`src/rtl/alu_pipe_pkg.sv`:
```
// Shared op-codes, flag bit positions and op-class helper for the pipelined ALU.
// Used by alu_pipe and alu_word_comb.
package alu_pipe_pkg;

    localparam logic [2:0] OP_ADD   = 3'b000;
    localparam logic [2:0] OP_ADDNB = 3'b001;
    localparam logic [2:0] OP_NOTA  = 3'b010;
    localparam logic [2:0] OP_NOTB  = 3'b011;
    localparam logic [2:0] OP_OR    = 3'b100;
    localparam logic [2:0] OP_ORNB  = 3'b101;
    localparam logic [2:0] OP_AND   = 3'b110;
    localparam logic [2:0] OP_ANDNB = 3'b111;

    localparam int FLAG_C = 0;
    localparam int FLAG_Z = 1;
    localparam int FLAG_N = 2;
    localparam int FLAG_V = 3;

    function automatic logic is_arith(input logic [2:0] op);
        return (op[2:1] == 2'b00);
    endfunction

endpackage

```
`src/rtl/alu_word_comb.sv`:
```
// Combinational WIDTH-bit ALU evaluation: result and {V,N,Z,C} from op, a, b and carry-in.
// Carries no state; alu_pipe registers both its inputs and its outputs.
module alu_word_comb
    import alu_pipe_pkg::*;
#(
    parameter int WIDTH = 8
) (
    input  logic [2:0]       op,
    input  logic [WIDTH-1:0] a,
    input  logic [WIDTH-1:0] b,
    input  logic             cin,
    output logic [WIDTH-1:0] result,
    output logic [3:0]       flags
);

    logic [WIDTH-1:0] b_eff_s;
    logic [WIDTH:0]   sum_s;
    logic [WIDTH-1:0] low_sum_s;
    logic             msb_cin_s;
    logic             msb_cout_s;

    // Op bit 0 selects inverted B for both the adder and the OR/AND variants
    always_comb begin
        b_eff_s = b;
        if (op[0]) begin
            b_eff_s = ~b;
        end else begin
            b_eff_s = b;
        end
    end

    // Full-word sum plus a sum of the low bits only, whose top bit is the carry into the MSB
    always_comb begin
        sum_s      = {1'b0, a} + {1'b0, b_eff_s} + {{WIDTH{1'b0}}, cin};
        low_sum_s  = {1'b0, a[WIDTH-2:0]} + {1'b0, b_eff_s[WIDTH-2:0]}
                   + {{(WIDTH-1){1'b0}}, cin};
        msb_cin_s  = low_sum_s[WIDTH-1];
        msb_cout_s = sum_s[WIDTH];
    end

    // Function table and flag generation
    always_comb begin
        result = {WIDTH{1'b0}};
        flags  = 4'b0000;
        case (op)
            OP_ADD, OP_ADDNB: result = sum_s[WIDTH-1:0];
            OP_NOTA:          result = ~a;
            OP_NOTB:          result = ~b;
            OP_OR, OP_ORNB:   result = a | b_eff_s;
            OP_AND, OP_ANDNB: result = a & b_eff_s;
            default:          result = {WIDTH{1'b0}};
        endcase
        if (is_arith(op)) begin
            flags[FLAG_C] = msb_cout_s;
            flags[FLAG_V] = msb_cin_s ^ msb_cout_s;
        end else begin
            flags[FLAG_C] = 1'b0;
            flags[FLAG_V] = 1'b0;
        end
        flags[FLAG_Z] = (result == {WIDTH{1'b0}});
        flags[FLAG_N] = result[WIDTH-1];
    end

endmodule

```
`src/rtl/alu_pipe.sv`:
```
// Two-stage pipelined WIDTH-bit ALU with valid/ready on both sides and {V,N,Z,C} flags.
// Define ALU_PIPE_CARRY_CHAIN_EN to add a stored carry selectable through in_cin_sel.
module alu_pipe
    import alu_pipe_pkg::*;
#(
    parameter int WIDTH = 8
) (
    input  logic             clk,
    input  logic             rst,
    input  logic             in_valid,
    output logic             in_ready,
    input  logic [2:0]       in_op,
    input  logic [WIDTH-1:0] in_a,
    input  logic [WIDTH-1:0] in_b,
    input  logic             in_cin,
    input  logic             in_cin_sel,
    output logic             out_valid,
    input  logic             out_ready,
    output logic [WIDTH-1:0] out_result,
    output logic [3:0]       out_flags
);

    logic             s1_valid_r;
    logic [2:0]       s1_op_r;
    logic [WIDTH-1:0] s1_a_r;
    logic [WIDTH-1:0] s1_b_r;
    logic             s1_cin_r;

    logic             out_valid_r;
    logic [WIDTH-1:0] out_result_r;
    logic [3:0]       out_flags_r;

    logic             s2_can_accept_s;
    logic             in_fire_s;
    logic             s1_xfer_s;
    logic             cin_eff_s;
    logic [WIDTH-1:0] word_result_s;
    logic [3:0]       word_flags_s;

    // Handshake: S1 frees up in the same cycle it hands over to S2, so flow has no bubble
    always_comb begin
        s2_can_accept_s = !out_valid_r || out_ready;
        in_ready        = !s1_valid_r || s2_can_accept_s;
        in_fire_s       = in_valid && in_ready;
        s1_xfer_s       = s1_valid_r && s2_can_accept_s;
    end

`ifdef ALU_PIPE_CARRY_CHAIN_EN
    logic s1_cin_sel_r;
    logic carry_r;

    // Carry-source select registered alongside the operands
    always_ff @(posedge clk) begin
        if (rst) begin
            s1_cin_sel_r <= 1'b0;
        end else if (in_fire_s) begin
            s1_cin_sel_r <= in_cin_sel;
        end else begin
            s1_cin_sel_r <= s1_cin_sel_r;
        end
    end

    // Stored carry tracks the last arithmetic op entering S2, so a chained op right behind sees it
    always_ff @(posedge clk) begin
        if (rst) begin
            carry_r <= 1'b0;
        end else if (s1_xfer_s && is_arith(s1_op_r)) begin
            carry_r <= word_flags_s[FLAG_C];
        end else begin
            carry_r <= carry_r;
        end
    end

    // Effective carry-in: stored carry when the op asked for it
    always_comb begin
        cin_eff_s = s1_cin_r;
        if (s1_cin_sel_r) begin
            cin_eff_s = carry_r;
        end else begin
            cin_eff_s = s1_cin_r;
        end
    end
`else
    logic unused_cin_sel_s;

    // Without chaining the select pin is kept only for pin compatibility
    always_comb begin
        unused_cin_sel_s = in_cin_sel;
        cin_eff_s        = s1_cin_r;
    end
`endif

    // S1 operand register
    always_ff @(posedge clk) begin
        if (rst) begin
            s1_valid_r <= 1'b0;
            s1_op_r    <= 3'b000;
            s1_a_r     <= {WIDTH{1'b0}};
            s1_b_r     <= {WIDTH{1'b0}};
            s1_cin_r   <= 1'b0;
        end else if (in_fire_s) begin
            s1_valid_r <= 1'b1;
            s1_op_r    <= in_op;
            s1_a_r     <= in_a;
            s1_b_r     <= in_b;
            s1_cin_r   <= in_cin;
        end else if (s1_xfer_s) begin
            s1_valid_r <= 1'b0;
        end else begin
            s1_valid_r <= s1_valid_r;
        end
    end

    alu_word_comb #(
        .WIDTH (WIDTH)
    ) u_word (
        .op     (s1_op_r),
        .a      (s1_a_r),
        .b      (s1_b_r),
        .cin    (cin_eff_s),
        .result (word_result_s),
        .flags  (word_flags_s)
    );

    // S2 result register; contents hold while the consumer stalls
    always_ff @(posedge clk) begin
        if (rst) begin
            out_valid_r  <= 1'b0;
            out_result_r <= {WIDTH{1'b0}};
            out_flags_r  <= 4'b0000;
        end else if (s1_xfer_s) begin
            out_valid_r  <= 1'b1;
            out_result_r <= word_result_s;
            out_flags_r  <= word_flags_s;
        end else if (out_ready) begin
            out_valid_r  <= 1'b0;
        end else begin
            out_valid_r  <= out_valid_r;
        end
    end

    assign out_valid  = out_valid_r;
    assign out_result = out_result_r;
    assign out_flags  = out_flags_r;

endmodule

```
`config.mk`:
```
export PLATFORM = sky130hd
export DESIGN_NAME = alu_pipe
export DESIGN_NICKNAME = d
export VERILOG_FILES = /design/src/rtl/alu_pipe_pkg.sv /design/src/rtl/alu_word_comb.sv /design/src/rtl/alu_pipe.sv
export SDC_FILE = /design/constraint.sdc
export NUM_CORES = 1
export LEC_CHECK = 0
export BUFFER_PORTS_ARGS = -buffer_cell sky130_fd_sc_hd__buf_2
export CORE_AREA = 3 3 80 82
export CTS_CLUSTER_DIAMETER = 60
export DETAILED_ROUTE_END_ITERATION = 10
export DIE_AREA = 0 0 83 85
export GPL_ROUTABILITY_DRIVEN = 1
export PLACE_DENSITY = 0.62
export SLEW_MARGIN = 20
export SYNTH_ARGS = -nofsm -noshare
export SYNTH_HDL_FRONTEND = slang
export SYNTH_SLANG_ARGS = --single-unit
```
`constraint.sdc`:
```
create_clock -name clk -period 5.1 [get_ports clk]
set_clock_uncertainty 0.15 [all_clocks]
set_input_delay 1.02 -clock clk [delete_from_list [all_inputs] [get_ports clk]]
set_output_delay 1.02 -clock clk [all_outputs]
set_load 0.02 [all_outputs]
```
==> results of run 1 <==
[worst max-delay path: stages, from the launching register on]
cell     delay (ns)
dfxtp_1        0.31
buf_4          0.26
xor2_1         0.29
fa_1           0.30
inv_1          0.07
fa_1           0.39
and2b_1        0.22
o31a_1         0.18
a21oi_1        0.05
mux4_2         0.46
or4_1          0.53
o31ai_2        0.18
[routing by layer]
metal	up-vias	wire length (um)	global-route usage, %
met4	0	62	5.05
li1	939	-	-
met1	776	2200	17.5
met5	-	0	0
met2	32	1790	19.8
met3	5	181	3.40
[report_power, final]
| part | internal [W] | switching [W] |
|---|---|---|
| Combinational | 0.0000699 | 0.0000840 |
| Sequential | 0.000273 | 0.0000148 |
| Clock | 0.000107 | 0.0000908 |
[layout make-up]
class | instances | area (um^2) | share of cell area (%)
Clock buffer | 7 | 86.3 | 3.54
Multi-Input combinational cell | 192 | 1310 | 53.8
Tap cell | 75 | 93.8 | 3.84
Timing Repair Buffer | 38 | 193 | 7.89
Sequential cell | 33 | 661 | 27.1
Inverter | 25 | 93.8 | 3.84
[per-stage QoR]
stage | cell area, um^2 | utilization (%)
floorplan | 2180 | -
global placement | 2350 | 40.5
detailed placement | 2350 | 40.5
CTS | 2440 | 42.0
global route | 2440 | 42.0
finish | 2440 | 42.0
[cell families after synthesis]
kind of cell / count (synthesis)
AO/OA/AOI/OAI: 57
XOR/XNOR: 11
adder cells (fa/ha/maj): 18
buffers and inverters: 41
flip-flops: 33
multiplexers: 16
AND/OR/NAND/NOR: 90
[state kept, by name, indices dropped and copies added, names as in the netlist]
signal / cells
s1_valid_r: 1
out_flags: 4
out_valid: 1
s1_a_r: 8
cin_eff_s: 1
s1_op_r: 3
s1_b_r: 8
out_result: 7
[worst max path at each step]
stage	end	cells past startpoint	slack, ns
finish	out_flags[1]	11	1.63
global route	out_flags[1]	11	1.40
CTS	out_flags[1]	11	1.62
detailed placement	out_flags[1]	11	1.64
global placement	out_flags[1]	11	1.69
floorplan	out_flags[1]	12	1.49
[cell usage after synthesis (all sizes together) (3+ instances only)]
library cell,count
nor2b,3
a21oi,32
xor2,10
o21a,3
mux2i,9
mux4,5
nor2,13
inv,25
o211ai,5
clkbuf,11
o21ai,5
ha,16
dfxtp,33
nand2,58
buf,5
or3,4
==> flow_summary_export.csv, run 1 <==
group,metric,value,unit
hold_path,hold_start,"out_flags[0]",
critical_path,r2r_end,"out_flags[1]",
critical_path,endpoint_kind,"register",
cells_and_area,layoutNonFillerInstCount,370,
drt,routed_wirelength,4230,um
logic_synthesis,seq_area_frac_synth,30.3,%
logic_synthesis,avgSynthCellArea,8.20,um^2
critical_path,cp_max_fo,17,
flow_run,cap_violations,0,
logic_synthesis,synth_xor_area_share,4.42,%
floorplan,core-area,0.00582,mm^2
power,peakVddDrop,0.000108,V
drt,dr.pass1.iters,4,
cts,htreeDepth,2,
timing,tns,0,ns
cells_and_area,final_common_cell,"nand2_1",
hold_path,holdPathEnd,"out_flags[0]",
cts,clock_path_buffers,2,
power,leakage,1.09,nW
cells_and_area,area_delta_synth_final,11.9,%
logic_synthesis,synth_mux_area_share,10.5,%
logic_synthesis,ys_ff_latch,33,
placement,dp_cells,363,
critical_path,crit_type,"reg -> reg",
drt,ant_nets,0,
drt,vias,1752,
cells_and_area,diodes,0,
hold_path,hold_depth,2,
critical_path,worst-r2r-cell-count,11,
critical_path,startpoint_type,"register",
placement,gp_congestion,0.807,
logic_synthesis,synth_edf_count,0,
critical_path,crit_arrival,3.52,ns
timing,max_freq,0.288,GHz
power,power,0.000639,W
cells_and_area,nets,338,
floorplan,die_x,83,um
placement,hpwl,3170,um
logic_synthesis,ys_warn_count,0,
logic_synthesis,synth-compound-area-share,16.3,%
drt,drc,0,
logic_synthesis,synth_simple_gate_area_share,18.0,%
cts,cts-root-buf,"clkbuf_8",
cts,ctsHoldBuffers,0,
critical_path,worstReg2RegStart,"s1_op_r[0]",
logic_synthesis,yosysTopAreaCellShare,30.3,%
timing,rsz0062_at_grt,"no",
drt,drt_iter0_drc,85,
logic_synthesis,ys_async_sr_fraction,0,%
cells_and_area,nFillCells,622,
hold_path,hp-class,"reg -> reg",
critical_path,cp_data_required_time,5.15,ns
timing,tightest_slew,0.655,ns
power,power_density,262,mW/mm^2
timing,hold_slack,0.301,ns
logic_synthesis,synth_top_family_by_area,"simple AND/OR/NAND/NOR gates",
cts,cts.sinks,33,
timing,setup_slack,1.63,ns
timing,relSlewSlack,56.3,%
cts,postCtsSetupRepairBufs,0,
cts,numCtsBuffers,5,
drt,wl_per_cell,11.4,um
logic_synthesis,syn_nets,309,
logic_synthesis,ys_top_cells_by_area,"dfxtp_1 30%, nand2_1 10%, ha_1 9.2%",
grt,grt_overflow,0,
floorplan,io_pins,39,
cells_and_area,layout-drive-gt1-share,18.6,%
cts,clk_pin_slew_worst_paths,0.06,ns
placement,io_buffers,37,
grt,grt_antenna_before_repair,0,
floorplan,dieArea,0.00706,mm^2
logic_synthesis,synthCells,266,
logic_synthesis,synth.largest_area_cell,"dfxtp_1",
cts,clkLatencyLatePin,0.28,ns
logic_synthesis,synth_fa_ha_area_share,11.0,%
cells_and_area,layout_common_cells,"58 x nand2_1, 37 x buf_2, 33 x dfxtp_1",
cts,ctsResizeCount,0,
timing,period_share,68.0,%
grt,grt_max_degree,36,
critical_path,critical_path.startpoint,"s1_op_r[0]",
drt,vias_per_cell,4.74,
timing,hold_viol,0,
timing,final_max_slew_viol_count,0,
logic_synthesis,syn_area,0.00218,mm^2
floorplan,start_util,37.5,%
timing,setup_viol,0,
cts,cts_tree,"yes",
timing,period_minus_slack,3.47,ns
grt,grt_pass1_wl,7670,um
placement,place_ws,1.64,ns
floorplan,num_rows,28,
logic_synthesis,yosys_most_used_dff,"dfxtp_1",
critical_path,r2r_setup_slack,1.63,ns
grt,grt_pass1_vias,1724,
grt,track_usage,12.9,%
run_status,status,"completed",
floorplan,die_y,85,um
logic_synthesis,netlist-cell-type-count,44,
(Power assumes the default switching activity.)
==> run 2, diff against run 1 <==
- ABC_AREA: not set -> 1
- CORE_AREA: 3 3 80 82 -> 3 3 81 83
- DIE_AREA: 0 0 83 85 -> 0 0 84 86
- clock period: 5.1 -> 3.2 ns (I/O delays scaled with it)
==> run 2 against run 1 <==
Effect of this change:
- global-route usage grew 2.1 points
- area after synthesis increased by 1.5%
- count of clock-buffer cells in the layout is the same
- synthesized cell count is 24% higher
- largest power group unchanged
- first-iteration DRC count down 14%
==> flow_summary_export.csv, run 2 <==
group,metric,value,unit
logic_synthesis,yosys_most_used_dff,"dfxtp_1",
placement,gp_congestion,0.894,
placement,hpwl,4030,um
drt,ant_nets,0,
drt,vias_per_cell,4.67,
drt,drt_iter0_drc,73,
cts,clk_pin_slew_worst_paths,0.07,ns
drt,drc,0,
cts,clock_path_buffers,2,
cts,cts-root-buf,"clkbuf_8",
timing,period_minus_slack,2.43,ns
cells_and_area,diodes,0,
critical_path,cp_slowest_cell,"fa_1",
timing,tightest_slew,0.642,ns
logic_synthesis,syn_area,0.00221,mm^2
hold_path,hp-class,"reg -> reg",
timing,period_share,75.8,%
cells_and_area,area_delta_synth_final,15.2,%
timing,relSlewSlack,57.1,%
grt,grt_max_degree,40,
power,p_int,0.000814,W
critical_path,cp_max_fo,3,
placement,place_area,0.00243,mm^2
timing,tns,0,ns
grt,grt_antenna_before_repair,0,
cts,cts_tree,"yes",
placement,place_ws,0.788,ns
timing,hold_slack,0.314,ns
cts,clkLatencyLatePin,0.28,ns
logic_synthesis,yosysMostFrequentCell,"nand2_1",
logic_synthesis,synth_edf_count,0,
timing,hold_viol,0,
logic_synthesis,avgSynthCellArea,6.73,um^2
power,peakVddDrop,0.000204,V
power,power_density,472,mW/mm^2
logic_synthesis,synthCells,329,
cts,htreeDepth,2,
floorplan,core-area,0.00592,mm^2
logic_synthesis,seq_area_frac_synth,29.8,%
floorplan,start_util,37.4,%
power,leakage,1.33,nW
cells_and_area,final_common_cell,"nand2_1",
cts,ctsHoldBuffers,0,
timing,rsz0062_at_grt,"no",
critical_path,startpoint_type,"register",
logic_synthesis,synth_commonest_cells,"70 x nand2_1, 57 x inv_1, 33 x dfxtp_1",
critical_path,crit_family,"adder cells",
floorplan,num_rows,28,
cts,postCtsSetupRepairBufs,0,
grt,grt_overflow,0,
power,p_clk_share,34.0,%
floorplan,die_y,86,um
cells_and_area,layout-drive-gt1-share,17.0,%
logic_synthesis,synth.largest_area_cell,"dfxtp_1",
power,power_switching,0.000389,W
grt,grt_pass1_vias,2015,
logic_synthesis,ys_ff_latch,33,
flow_run,cap_violations,0,
cts,cts.sinks,33,
critical_path,max_stage_delay,0.38,ns
drt,routed_wirelength,5130,um
timing,setup_slack,0.774,ns
cells_and_area,stdcell_area,0.00255,mm^2
critical_path,crit_arrival,2.49,ns
drt,dr.pass1.iters,4,
logic_synthesis,syn_nets,372,
floorplan,io_pins,39,
floorplan,dieArea,0.00722,mm^2
floorplan,die_x,84,um
logic_synthesis,yosysTopAreaCellShare,29.8,%
drt,wl_per_cell,11.7,um
drt,vias,2050,
critical_path,crit_type,"reg -> reg",
timing,setup_viol,0,
logic_synthesis,ys_top_cells_by_area,"dfxtp_1 30%, nand2_1 12%, inv_1 9.7%",
cts,ctsResizeCount,0,
grt,grt_pass1_wl,8850,um
timing,max_freq,0.412,GHz
logic_synthesis,netlist-cell-type-count,28,
power,sw_frac_of_total,32.3,%
power,p_seq_share,38.7,%
cells_and_area,nets,406,
critical_path,cp_data_required_time,3.27,ns
logic_synthesis,ys_warn_count,0,
grt,track_usage,15.1,%
cells_and_area,layout_common_cells,"70 x nand2_1, 57 x inv_1, 37 x buf_2",
placement,io_buffers,37,
critical_path,endpoint_kind,"register",
logic_synthesis,ys_async_sr_fraction,0,%
power,combPwrFrac,27.3,%
cts,numCtsBuffers,5,
critical_path,path_buf_inv,4,
run_status,status,"completed",
power,power,0.00120,W
timing,final_max_slew_viol_count,0,
critical_path,worstPathCellList,"xnor2_1, inv_1, fa_1, inv_1, fa_1, inv_1, nand2_1, nand2_1, nand3_1, nand3_1, nand2_1, inv_1, nand2_1, nor2_1, nand3_1, a21oi_2",
-- run 2: logic make-up (layout without fill, tap and decap cells) --
kind of cell,count (synthesis),count (layout),synth area share (%)
adders and majority gates,18,18,10.8
AOI/OAI and AO/OA,71,71,17.3
DFF,33,33,29.8
and+or+nand+nor,129,129,26.0
buffers and inverters,72,107,13.6
xor gates and xnor gates,6,6,2.37
-- run 2: final timing paths --
kind                            slack (ns)           end  cells after the start         start
worst max-delay path                  0.77  out_flags[1]                     16     s1_b_r[0]
worst min-delay path                  0.31  out_flags[3]                      2  out_flags[3]
worst max register to register        0.77  out_flags[1]                     16     s1_b_r[0]
worst min register to register        0.31  out_flags[3]                      2  out_flags[3]
-- run 2: through the flow --
step	utilization, %	std cells
2_1_floorplan	-	329
3_3_place_gp	41.1	431
3_5_place_dp	41.1	431
4_1_cts	43.1	439
5_1_grt	43.1	439
6_report	43.1	439
-- run 2: metal layers --
layer  GRT usage, %  up-vias  wire (um)
li1               -     1102          -
met1           17.5      898       2330
met2           27.0       39       2450
met3           2.88       11        207
met4           6.58        0        143
met5              0        -          0
-- run 2: power groups by stage --
stage | Combinational [W] | Sequential (W) | Clock (W)
global placement | 0.000325 | 0.000474 | 0
CTS | 0.000332 | 0.000466 | 0.000420
detailed placement | 0.000330 | 0.000476 | 0
finish | 0.000329 | 0.000466 | 0.000409
global route | 0.000383 | 0.000471 | 0.000443
floorplan | 0.000248 | 0.000478 | 0
-- run 2: final cells by class --
cell class / count / area (um^2)
fillers: 637 / 3370
repair buffers: 39 / 200
inverters: 60 / 228
clock buffers: 7 / 86.3
flip-flops and latches: 33 / 661
clock inverters: 1 / 30.0
well taps: 75 / 93.8
multi-input cells: 224 / 1250
-- run 2: worst reg2reg max path: stages (launching register included) --
cell and delay [ns]:
dfxtp_1 0.32, xnor2_1 0.14, inv_1 0.09, fa_1 0.28, inv_1 0.08, fa_1 0.38
inv_1 0.08, nand2_1 0.06, nand2_1 0.08, nand3_1 0.07, nand3_1 0.08, nand2_1 0.08
inv_1 0.07, nand2_1 0.05, nor2_1 0.12, nand3_1 0.10, a21oi_2 0.12
